`src/rtl/decoder_pkg.sv`:
```
// Shared decoder definitions: relative-branch sequencer states, instruction
// kind encodings and condition-flag indices.
package decoder_pkg;

    typedef enum logic [2:0] {
        IDLE  = 3'd0,
        DEC   = 3'd1,
        FETCH = 3'd2,
        ADD   = 3'd3,
        FIN   = 3'd4
    } rel_state_t;

    localparam logic [1:0] KIND_JR   = 2'd0;
    localparam logic [1:0] KIND_JRCC = 2'd1;
    localparam logic [1:0] KIND_DJNZ = 2'd2;
    localparam logic [1:0] KIND_RSVD = 2'd3;

    localparam int CC_Z = 0;
    localparam int CC_C = 1;

endpackage

```
`src/rtl/decoder_rel_branch_seq_if.sv`:
```
// Displacement-byte ready/valid channel into the relative-branch sequencer.
interface decoder_rel_branch_seq_if #(
    parameter int OFS_W = 8
);
    logic             op_valid;
    logic [OFS_W-1:0] op_data;
    logic             op_ready;

    modport master (output op_valid, output op_data, input  op_ready);
    modport slave  (input  op_valid, input  op_data, output op_ready);
endinterface

```
`src/rtl/decoder_rel_branch_cond.sv`:
```
// Combinational branch-condition evaluator for JR / JR cc / DJNZ.
module decoder_rel_branch_cond
    import decoder_pkg::*;
#(
    parameter int NUM_CC = 4
) (
    input  logic [1:0]                kind,
    input  logic [$clog2(NUM_CC)-1:0] cc_sel,
    input  logic                      cc_inv,
    input  logic [NUM_CC-1:0]         flags,
    input  logic                      nz,
    output logic                      take
);
    localparam int SEL_N = 1 << $clog2(NUM_CC);

    // Selector codes beyond NUM_CC land on padding that mirrors flag 0.
    logic [SEL_N-1:0] flags_pad;
    logic             flag;

    always_comb begin
        flags_pad               = {SEL_N{flags[CC_Z]}};
        flags_pad[NUM_CC-1:0]   = flags;
        flag                    = flags_pad[cc_sel];
        case (kind)
            KIND_JR:   take = 1'b1;
            KIND_JRCC: take = flag ^ cc_inv;
            KIND_DJNZ: take = nz;
            default:   take = 1'b0;
        endcase
    end

endmodule

```
`src/rtl/decoder_rel_branch_seq.sv`:
```
// JR e / JR cc,e / DJNZ e step machine for the instruction decoder.
// DJNZ support is built only when DECODER_REL_BRANCH_DJNZ_EN is defined.
module decoder_rel_branch_seq
    import decoder_pkg::*;
#(
    parameter int PC_W   = 16,
    parameter int OFS_W  = 8,
    parameter int CNT_W  = 8,
    parameter int NUM_CC = 4
) (
    input  logic                      CLK,
    input  logic                      RESET,
    input  logic                      start,
    input  logic [1:0]                kind,
    input  logic [$clog2(NUM_CC)-1:0] cc_sel,
    input  logic                      cc_inv,
    input  logic [NUM_CC-1:0]         flags,
    input  logic [PC_W-1:0]           pc_base,
    decoder_rel_branch_seq_if.slave   op,
    input  logic [CNT_W-1:0]          cnt_in,
    output logic [CNT_W-1:0]          cnt_out,
    output logic                      cnt_we,
    output logic [PC_W-1:0]           pc_out,
    output logic                      pc_we,
    output logic                      busy,
    output logic                      done
);
    localparam int SEL_W = $clog2(NUM_CC);

    rel_state_t       state, state_nxt;
    logic [1:0]       kind_eff;
    logic [1:0]       kind_q;
    logic [SEL_W-1:0] cc_sel_q;
    logic             cc_inv_q;
    logic [PC_W-1:0]  pc_base_q;
    logic [OFS_W-1:0] ofs;
    logic [PC_W-1:0]  target;
    logic             nz;
    logic             take;
    logic             go;
    logic             accept;

    always_comb begin
`ifdef DECODER_REL_BRANCH_DJNZ_EN
        kind_eff = kind;
`else
        kind_eff = (kind == KIND_DJNZ) ? KIND_RSVD : kind;
`endif
    end

    assign go     = (state == IDLE) && start;
    assign accept = (state == FETCH) && op.op_valid;
    assign ofs    = op.op_data;
    assign target = pc_base_q + PC_W'($signed(ofs));

    decoder_rel_branch_cond #(.NUM_CC(NUM_CC)) u_cond (
        .kind   (kind_q),
        .cc_sel (cc_sel_q),
        .cc_inv (cc_inv_q),
        .flags  (flags),
        .nz     (nz),
        .take   (take)
    );

    always_ff @(posedge CLK) begin
        if (RESET) state <= IDLE;
        else       state <= state_nxt;
    end

    always_comb begin
        state_nxt = state;
        case (state)
            IDLE:    if (start) state_nxt = (kind_eff == KIND_DJNZ) ? DEC : FETCH;
            DEC:     state_nxt = FETCH;
            FETCH:   if (op.op_valid) state_nxt = take ? ADD : FIN;
            ADD:     state_nxt = FIN;
            FIN:     state_nxt = IDLE;
            default: state_nxt = IDLE;
        endcase
    end

    assign op.op_ready = (state == FETCH);
    assign busy        = (state != IDLE);
    assign pc_we       = (state == ADD);
    assign done        = (state == FIN);

    // The target is registered on the accept edge so it is already on pc_out
    // for the single ADD cycle where pc_we is high.
    always_ff @(posedge CLK) begin
        if (RESET) begin
            kind_q    <= KIND_JR;
            cc_sel_q  <= '0;
            cc_inv_q  <= 1'b0;
            pc_base_q <= '0;
            pc_out    <= '0;
        end else begin
            if (go) begin
                kind_q    <= kind_eff;
                cc_sel_q  <= cc_sel;
                cc_inv_q  <= cc_inv;
                pc_base_q <= pc_base;
            end
            if (accept && take) pc_out <= target;
        end
    end

`ifdef DECODER_REL_BRANCH_DJNZ_EN
    logic [CNT_W-1:0] cnt_dec;
    logic             nz_q;

    assign cnt_dec = cnt_in - CNT_W'(1);
    assign cnt_we  = (state == DEC);
    assign nz      = nz_q;

    // Decrement is captured on the edge into DEC so cnt_out/cnt_we are
    // registered; the loop register must be stable across the start cycle.
    always_ff @(posedge CLK) begin
        if (RESET) begin
            cnt_out <= '0;
            nz_q    <= 1'b0;
        end else if (go && kind_eff == KIND_DJNZ) begin
            cnt_out <= cnt_dec;
            nz_q    <= (cnt_dec != '0);
        end
    end
`else
    logic unused_cnt;

    assign unused_cnt = ^cnt_in;
    assign cnt_out    = '0;
    assign cnt_we     = 1'b0;
    assign nz         = 1'b0;
`endif

endmodule

```
`src/flat_wrapper.sv`:
```
// flat-port wrapper written by rule: the top's interface ports become plain ports
module decoder_rel_branch_seq_flat import decoder_pkg::*;
#(
    parameter int PC_W   = 16,
    parameter int OFS_W  = 8,
    parameter int CNT_W  = 8,
    parameter int NUM_CC = 4
)
  (CLK, RESET, start, kind, cc_sel, cc_inv, flags, pc_base, cnt_in, cnt_out, cnt_we, pc_out, pc_we, busy, done, op_op_valid, op_op_data, op_op_ready);
  decoder_rel_branch_seq_if #(.OFS_W(OFS_W)) op_i ();
  input  logic CLK;
  input  logic RESET;
  input  logic start;
  input  logic [1:0] kind;
  input  logic [$clog2(NUM_CC)-1:0] cc_sel;
  input  logic cc_inv;
  input  logic [NUM_CC-1:0] flags;
  input  logic [PC_W-1:0] pc_base;
  input  logic [CNT_W-1:0] cnt_in;
  output logic [CNT_W-1:0] cnt_out;
  output logic cnt_we;
  output logic [PC_W-1:0] pc_out;
  output logic pc_we;
  output logic busy;
  output logic done;
  input wire logic [$bits(op_i.op_valid)-1:0] op_op_valid;
  input wire logic [$bits(op_i.op_data)-1:0] op_op_data;
  output wire logic [$bits(op_i.op_ready)-1:0] op_op_ready;
  assign op_i.op_valid = op_op_valid;
  assign op_i.op_data = op_op_data;
  assign op_op_ready = op_i.op_ready;
  decoder_rel_branch_seq #(.PC_W(PC_W), .OFS_W(OFS_W), .CNT_W(CNT_W), .NUM_CC(NUM_CC)) u_core (.CLK(CLK), .RESET(RESET), .start(start), .kind(kind), .cc_sel(cc_sel), .cc_inv(cc_inv), .flags(flags), .pc_base(pc_base), .op(op_i), .cnt_in(cnt_in), .cnt_out(cnt_out), .cnt_we(cnt_we), .pc_out(pc_out), .pc_we(pc_we), .busy(busy), .done(done));
endmodule
```
`config.mk`:
```
export PLATFORM = sky130hd
export DESIGN_NAME = decoder_rel_branch_seq_flat
export DESIGN_NICKNAME = d
export VERILOG_FILES = /design/src/rtl/decoder_pkg.sv /design/src/rtl/decoder_rel_branch_seq_if.sv /design/src/rtl/decoder_rel_branch_cond.sv /design/src/rtl/decoder_rel_branch_seq.sv /design/src/flat_wrapper.sv
export SDC_FILE = /design/constraint.sdc
export NUM_CORES = 1
export LEC_CHECK = 0
export BUFFER_PORTS_ARGS = -buffer_cell sky130_fd_sc_hd__buf_2
export CELL_PAD_IN_SITES_DETAIL_PLACEMENT = 0
export CELL_PAD_IN_SITES_GLOBAL_PLACEMENT = 1
export CORE_ASPECT_RATIO = 1.2
export CORE_UTILIZATION = 35
export DETAILED_ROUTE_END_ITERATION = 10
export MAX_ROUTING_LAYER = met4
export PLACE_DENSITY = 0.76
export SLEW_MARGIN = 40
export SYNTH_ARGS = -nofsm -noshare
export SYNTH_HDL_FRONTEND = slang
export SYNTH_SLANG_ARGS = --single-unit
```
`constraint.sdc`:
```
create_clock -name CLK -period 5.86 [get_ports CLK]
set_input_delay 0 -clock CLK [delete_from_list [all_inputs] [get_ports CLK]]
set_output_delay 0 -clock CLK [all_outputs]
set_load 0.02 [all_outputs]
```
After elaboration in Yosys (flattened, before gate mapping)

Index checks and enable logic that the tools add are counted.
Widths: inputs -> output; s select.

Flip-flop bits (word level): 40
Input port bits: 45
Output and inout port bits: 29

Add/sub/neg operators: 1
$lt $le $gt $ge: 1
Equality and inequality tests: 9
Mux-type cells: 9
Bitwise logic cells: 1
Reduce and logical (&&, ||, !) cells: 7

Operators by type and width:

| operator           | count |
|---|---|
| $add 16x16->16     | 1 |
| $pmux 3 s4         | 1 |
| $mux 3             | 3 |
| $eq 3x2->1 const B | 2 |
| $eq 2x2->1 const B | 2 |
| $mux 2             | 2 |
| $ne 2x2->1 const B | 2 |
| $eq 3x1->1 const B | 1 |
| $eq 3x3->1 const B | 1 |
| $logic_and 1x1->1  | 3 |
| $logic_not 3->1    | 1 |
| $lt 2x3->1 const B | 1 |
| $reduce_bool 3->1  | 1 |
| $bmux 1 s2         | 1 |
| $eq 2x1->1 const B | 1 |
| $logic_not 2->1    | 1 |
| $pmux 1 s2         | 1 |
| $reduce_and 2->1   | 1 |
| $mux 1             | 1 |
| $xor 1x1->1        | 1 |

Depth between registers and ports, before layout

Gate-level depths: netlist of run 1.

Word-level depth: 7
Mapped depth: 8
Depth with buffers taken out: 8

Modules after synthesis

From an unflattened synthesis of run 1, not the netlist that was laid out.

Cell total of the unflattened synthesis: 286
Area total of the unflattened synthesis: 2297.2 sq um

By module, submodules not included:

| module                  | instances | cells each | area an instance (sq um) | sequential area each (sq um) |
|---|---|---|---|---|
| decoder_rel_branch_seq  | 1         | 282        | 2253.4                   | 800.8 |
| decoder_rel_branch_cond | 1         | 4          | 43.8                     | 0.0 |

Worst setup path after synthesis of run 1

No wires, ideal clock.

Kind: register -> register
Start: reg u_core.pc_base_q[0]
End: reg u_core.pc_out[12]
Arrival time: 2250 ps
Data required time: 5726 ps
Setup slack: 3476 ps
Cell stages (with the launch flop): 9
Path buffers: 0
Period minus slack after synthesis: 2384 ps
Path through: dfxtp_1 ha_1 fa_1 a21o_1 a221oi_2 o31ai_1 o21ai_0 nor4_1 or4_1

Word-level cells in the longest chain between the ends: 1

Ends and longest elaborated chain:

| element                | RTL line                      | text |
|---|---|---|
| start, declared        | decoder_rel_branch_seq.sv:35  | `logic [PC_W-1:0] pc_base_q;` |
| start signal, assigned | decoder_rel_branch_seq.sv:101 | `pc_base_q <= pc_base;` |
| $add 16x16->16         | decoder_rel_branch_seq.sv:54  | `assign target = pc_base_q + PC_W'($signed(ofs));` |
| end signal, assigned   | decoder_rel_branch_seq.sv:103 | `if (accept && take) pc_out <= target;` |
| end, declared          | decoder_rel_branch_seq.sv:23  | `output logic [PC_W-1:0] pc_out,` |

No other way between the ends.
A chain may end at the register's enable or synchronous reset.

Worst setup path in the final report of run 1

Same ends and word-level chain as after synthesis.

==> metrics.txt, run 1 <==
Top FF cell, synth dfxtp_1; CP Max Fanout 4; EDFF count, synth 0; postcts setup bufs 0; die area slightly below 7000 µm²; static leakage 1.30 nW; Max-cap violations 0; Mapped Avg Cell Area roughly 8.1 µm²; Hold Slack roughly 0.027 ns; first-pass GRT wire length 8470 µm; number of global-route vias before repair 1888; Cell Chain, Critical Path ha_1, fa_1, a21o_1, a221oi_2, o31ai_1, o21ai_0, nor4_1, or4_1; outcome finished clean; Synth Warn # 0; largest net degree at the start of global routing 46; CTS tree built; placed instance area 2590 µm²; most frequent cells in the layout nand2_1 (61), buf_2 (56), dfxtp_1 (40); Async SR Flop Fraction 0%; Critical Path RT roughly 6.0 ns; CP delay by family, top compound AO/OA/AOI/OAI gates; post-synth design cell area approximately 2300 µm²; Die Height 90.4 µm; placed cell count 408; Ports 74; Worst Max-Slew Pin Slew 0.791 ns; library cells used by synthesis 47; Cell Int Power 449 µW; Final period util 45.6%; gr usage total 16.3%; initial drt markers 59; wire per inst 11.8 µm; fin area 2880 µm²; Syn-to-layout area delta 26.2%; post-cts resize count 0; Seq pwr share 46.5%; htree depth 2; Final nets 415; Die Wd 75.7 µm; sw frac 31.5%; Clock power frac 26.4%; Diodes inserted 0; remaining global-route overflow 0; Critical path buffers and inverters 0; Cell Pwr Density about 230 nW/µm²; Initial Utilization a little under two fifths; Num CTS Buffers 5; Clock Latency Late Sink 0.29 ns; Crit Path Category reg -> reg; DP HPWL 3710 µm; Final setup viols 0; commonest non-fill, non-tap cell in the layout nand2_1; critical path capture point type flip-flop; fin. max-slew vios 0; relative slew slack 47.2%; Root Driver clkbuf_8; Arr. time, crit path 2.85 ns; fin crit period ~2.7 ns; clock sink total 40; reg2reg setup slack 3.19 ns; clock buffer depth 2; Max VDD drop 83.8 µV; detailed-router iteration count before antenna repair 4; CP startpoint kind flip-flop; share of layout cells above drive strength 1 18.6%; vias after detailed routing 2094; worst min path class in -> reg; synthesized instance count 283; row cnt 31; port bufs 56; core region area 6170 µm²; Final Wtd Congestion 0.832; RSZ-0062 raised after global routing no; DRC viols 0; Synth Register Bits 40; Detail Route Antenna Nets 0; CP max stage cell or4_1; switching power 206 µW; Fin. Hold Viols 0; fin cells approximately 440; vias per cell between 4 and 5; initial antenna violation count 0; Combinational Power Share 27.1%; Total Routed Length 5140 µm; clk_skew 0.00418 ns; max frequency 374 MHz; max incr delay on CP 0.51 ns; total negative setup slack 0 ns; clock-pin slew on the worst setup and hold paths roughly 0.070 ns; register area share after synthesis 35.1%; Util after Layout between 40 and 50%
registers in the layout, summed over array words and instances, names as in the netlist:
register,cells
u_core.pc_out,16
u_core.state,3
u_core.cc_sel_q,2
u_core.pc_base_q,16
u_core.kind_q,2
u_core.cc_inv_q,1
synthesized netlist by cell type (5+ instances only):
library cell | count | area [µm²]
clkbuf_1 | 12 | 45.0
ha_1 | 15 | 188
nand2_1 | 61 | 229
buf_4 | 9 | 67.6
and3_1 | 5 | 31.3
inv_1 | 6 | 22.5
dfxtp_1 | 40 | 801
a211oi_1 | 5 | 37.5
a21o_1 | 7 | 52.6
mux2i_1 | 5 | 50.1
a21oi_1 | 33 | 165
nor2_1 | 12 | 45.0
nor3_1 | 5 | 25.0
o21ai_0 | 5 | 25.0
xor2_1 | 5 | 43.8
per-layer routing:
metal	vias up	routed length, µm	global-route usage (%)	part of all wire, %
li1	1127	-	-	-
met1	916	2550	20.9	50
met2	45	2290	24.9	45
met3	6	213	3.35	4.1
met4	0	85	6.02	1.7
met5	-	0	-	0
layout make-up:
type | count | area, µm²
multi-input combinational | 223 | 1380
timing repair buffer | 78 | 498
sequential | 40 | 801
fill | 663 | 3290
tap | 82 | 103
clock inverter | 1 | 5.00
inverter | 6 | 22.5
clock buffer | 6 | 72.6
final timing paths:
path | startpoint | to | depth (start not counted)
hold reg to reg | u_core.pc_out[4] | u_core.pc_out[4] | 2
setup reg to reg | u_core.pc_base_q[0] | u_core.pc_out[12] | 8
hold / removal | start | u_core.state[1] | 3
setup / recovery | u_core.pc_base_q[0] | u_core.pc_out[12] | 8
timing repair:
| action | CTS | global route |
|---|---|---|
| endpoints found under the hold margin | 21 | 0 |
| setup endpoints to repair | 0 | 0 |
| hold buffers | 21 | 0 |
cells by family after synthesis:
logic type	share of synthesized area, %
adders and majority gates	9.11
DFF	35.1
AOI/OAI and AO/OA	21.2
buffers and inverters	6.14
xor gates and xnor gates	3.46
and+or+nand+nor	22.7
muxes	2.19
other	0.164
power by group through the flow:
stage | Clock [mW] | Combinational, mW | Sequential, mW
finish | 0.173 | 0.178 | 0.305
global route | 0.189 | 0.199 | 0.308
CTS | 0.177 | 0.178 | 0.305
detailed placement | 0 | 0.167 | 0.311
global placement | 0 | 0.166 | 0.310
floorplan | 0 | 0.118 | 0.319
worst reg2reg max path, delay by kind of cell (launching register included):
kind | cells | cell delay [ns]
AO/OA/AOI/OAI | 4 | 1.05
adder cells (fa/ha/maj) | 2 | 0.61
AND/OR/NAND/NOR | 2 | 0.58
flip-flops | 1 | 0.31
metrics by stage:
stage / worst slack [ns] / power, mW
finish: 3.19 / 0.655
CTS: 3.18 / 0.661
floorplan: 3.48 / 0.436
global route: 3.04 / 0.696
global placement: 3.26 / 0.476
detailed placement: 3.19 / 0.478
No activity file was read; power rests on OpenSTA's default activity.
==> run 2: changes to the inputs <==
Settings changed: CORE_UTILIZATION 35 to 33, PLACE_DENSITY 0.76 to 0.75.
Clock period 5.86 ns to 2.4 ns, I/O delays scaled along.
==> run 2 against run 1 <==
Net effect:
- core utilization decreased by 0.78 points
- via count increased by 3.1%
- power increased to 2.6 times the previous value
- non-clock buffer count increased by 11
- clock power increased to 2.8 times the previous value
- flip-flop and latch count unchanged
- final cell count increased by 3.2%
- setup slack got worse by 3.1 ns
- die area increased by 5.9%
- register-to-register slack got worse by 3.1 ns
- wire length increased by 2.3%
- critical endpoint unchanged
- highest routed layer unchanged
==> metrics.txt, run 2 (synthesis results as in run 1) <==
outcome finished clean; max incr delay on CP 0.49 ns; fin crit period 2.29 ns; wire per inst 11.7 µm; fillers 710; Final nets 426; reg2reg setup slack 0.11 ns; die area about 7300 µm²; clk_skew 0.00286 ns; biggest regs u_core.pc_base_q x16, u_core.pc_out x16, u_core.state x3; port bufs 56; Total Routed Length 5250 µm; Critical Path RT about 2.6 ns; Clock Latency Late Sink just under 0.3 ns; core region area 6570 µm²; Worst Max-Slew Pin Slew 0.697 ns; clock sink total 40; worst min path class in -> reg; CP Max Fanout 2; gr usage total 15.7%; Ports 74; CP max stage cell or4_1; Num CTS Buffers 5; Cell Pwr Density ~560 nW/µm²; DP HPWL between 3000 and 4000 µm; Die Height 93.1 µm; fin. max-slew vios 0; Critical path buffers and inverters 0; number of global-route vias before repair 2022; max frequency between 400 and 500 MHz; Fin. Hold Viols 0; fin cells 450; DRC viols 0; Max VDD drop 182 µV; Root Driver clkbuf_8; Arr. time, crit path 2.46 ns; Detail Route Antenna Nets 0; Final setup viols 0; share of layout cells above drive strength 1 22.2%; Initial Utilization 34.7%; vias after detailed routing 2158; clock buffer depth 2; initial antenna violation count 0; relative slew slack a little over half; Hold Slack between 0.03 and 0.04 ns; critical path capture point type flip-flop; CP delay by family, top compound AO/OA/AOI/OAI gates; most frequent cells in the layout nand2_1 (61), buf_2 (56), dfxtp_1 (40); row cnt 32; RSZ-0062 raised after global routing no; Cell Chain, Critical Path ha_2, fa_2, a21o_1, a221oi_2, o31ai_2, o21ai_1, nor4_1, or4_1; first-pass GRT wire length 8870 µm; htree depth 2; Crit Path Category reg -> reg; worst r2r src u_core.pc_base_q[0]; CTS tree built; hold path start start; clock-pin slew on the worst setup and hold paths 0.07 ns; Worst Setup SP u_core.pc_base_q[0]; Syn-to-layout area delta 32.1%; detailed-router iteration count before antenna repair 4; Final Wtd Congestion 0.856; placed cell count roughly 420; remaining global-route overflow 0; largest net degree at the start of global routing 46; Max-cap violations 0; Diodes inserted 0; Final period util between 90% and 100%; initial drt markers 54; static leakage 1.36 nW; Die Wd 77.9 µm; commonest non-fill, non-tap cell in the layout nand2_1; CP startpoint kind flip-flop; vias per cell roughly 4.8
[run 2: layout make-up]
type / count / area [µm²] / share of cell area (%)
Clock buffer: 7 / 96.3 / 3.20
Multi-Input combinational cell: 223 / 1390 / 46.0
Inverter: 6 / 22.5 / 0.748
Sequential cell: 40 / 801 / 26.6
Tap cell: 85 / 106 / 3.53
Timing Repair Buffer: 89 / 601 / 19.9
[run 2: through the flow]
stage	util (%)	setup WS [ns]	cell area, µm²	power, mW	TNS [ns]
final	45.9	0.107	3010	1.69	0
after detailed placement	40.4	-0.0769	2650	1.19	-0.0769
after CTS	45.4	0.00292	2980	1.70	0
after global routing	45.9	0.00376	3010	1.79	0
after global placement	40.4	-0.0113	2650	1.18	-0.0113
after floorplan	-	0.0162	2310	1.07	0
[run 2: final timing paths]
kind / endpoint / cells past startpoint
setup / recovery: u_core.pc_out[12] / 8
hold / removal: u_core.state[1] / 3
setup reg to reg: u_core.pc_out[12] / 8
hold reg to reg: u_core.pc_out[6] / 2
[run 2: tightest hold or removal path, delay by kind of cell]
| kind | cells | cell delay [ns] |
|---|---|---|
| buffers and inverters | 1 | 0.11 |
| AND/OR/NAND/NOR | 1 | 0.10 |
| AO/OA/AOI/OAI | 1 | 0.07 |
[run 2: what timing repair did]
item                       CTS  global route
resized for setup            2             2
pin swaps                    3             3
hold buffers                21             0
setup endpoints to repair    1             3
hold endpoints to repair    21             0
setup buffers                2             0
[run 2: where the power goes]
part / switching [mW] / leakage [nW] / internal, mW
Sequential: 0.0309 / 0.327 / 0.713
Clock: 0.222 / 0.0503 / 0.256
Combinational: 0.257 / 0.987 / 0.208
[run 2: per-layer routing]
layer / global-route usage (%) / wire, µm / up-vias
li1: - / - / 1146
met5: - / 0 / -
met3: 2.15 / 189 / 6
met4: 6.94 / 81 / 0
met1: 18.3 / 2470 / 965
met2: 26.8 / 2510 / 41
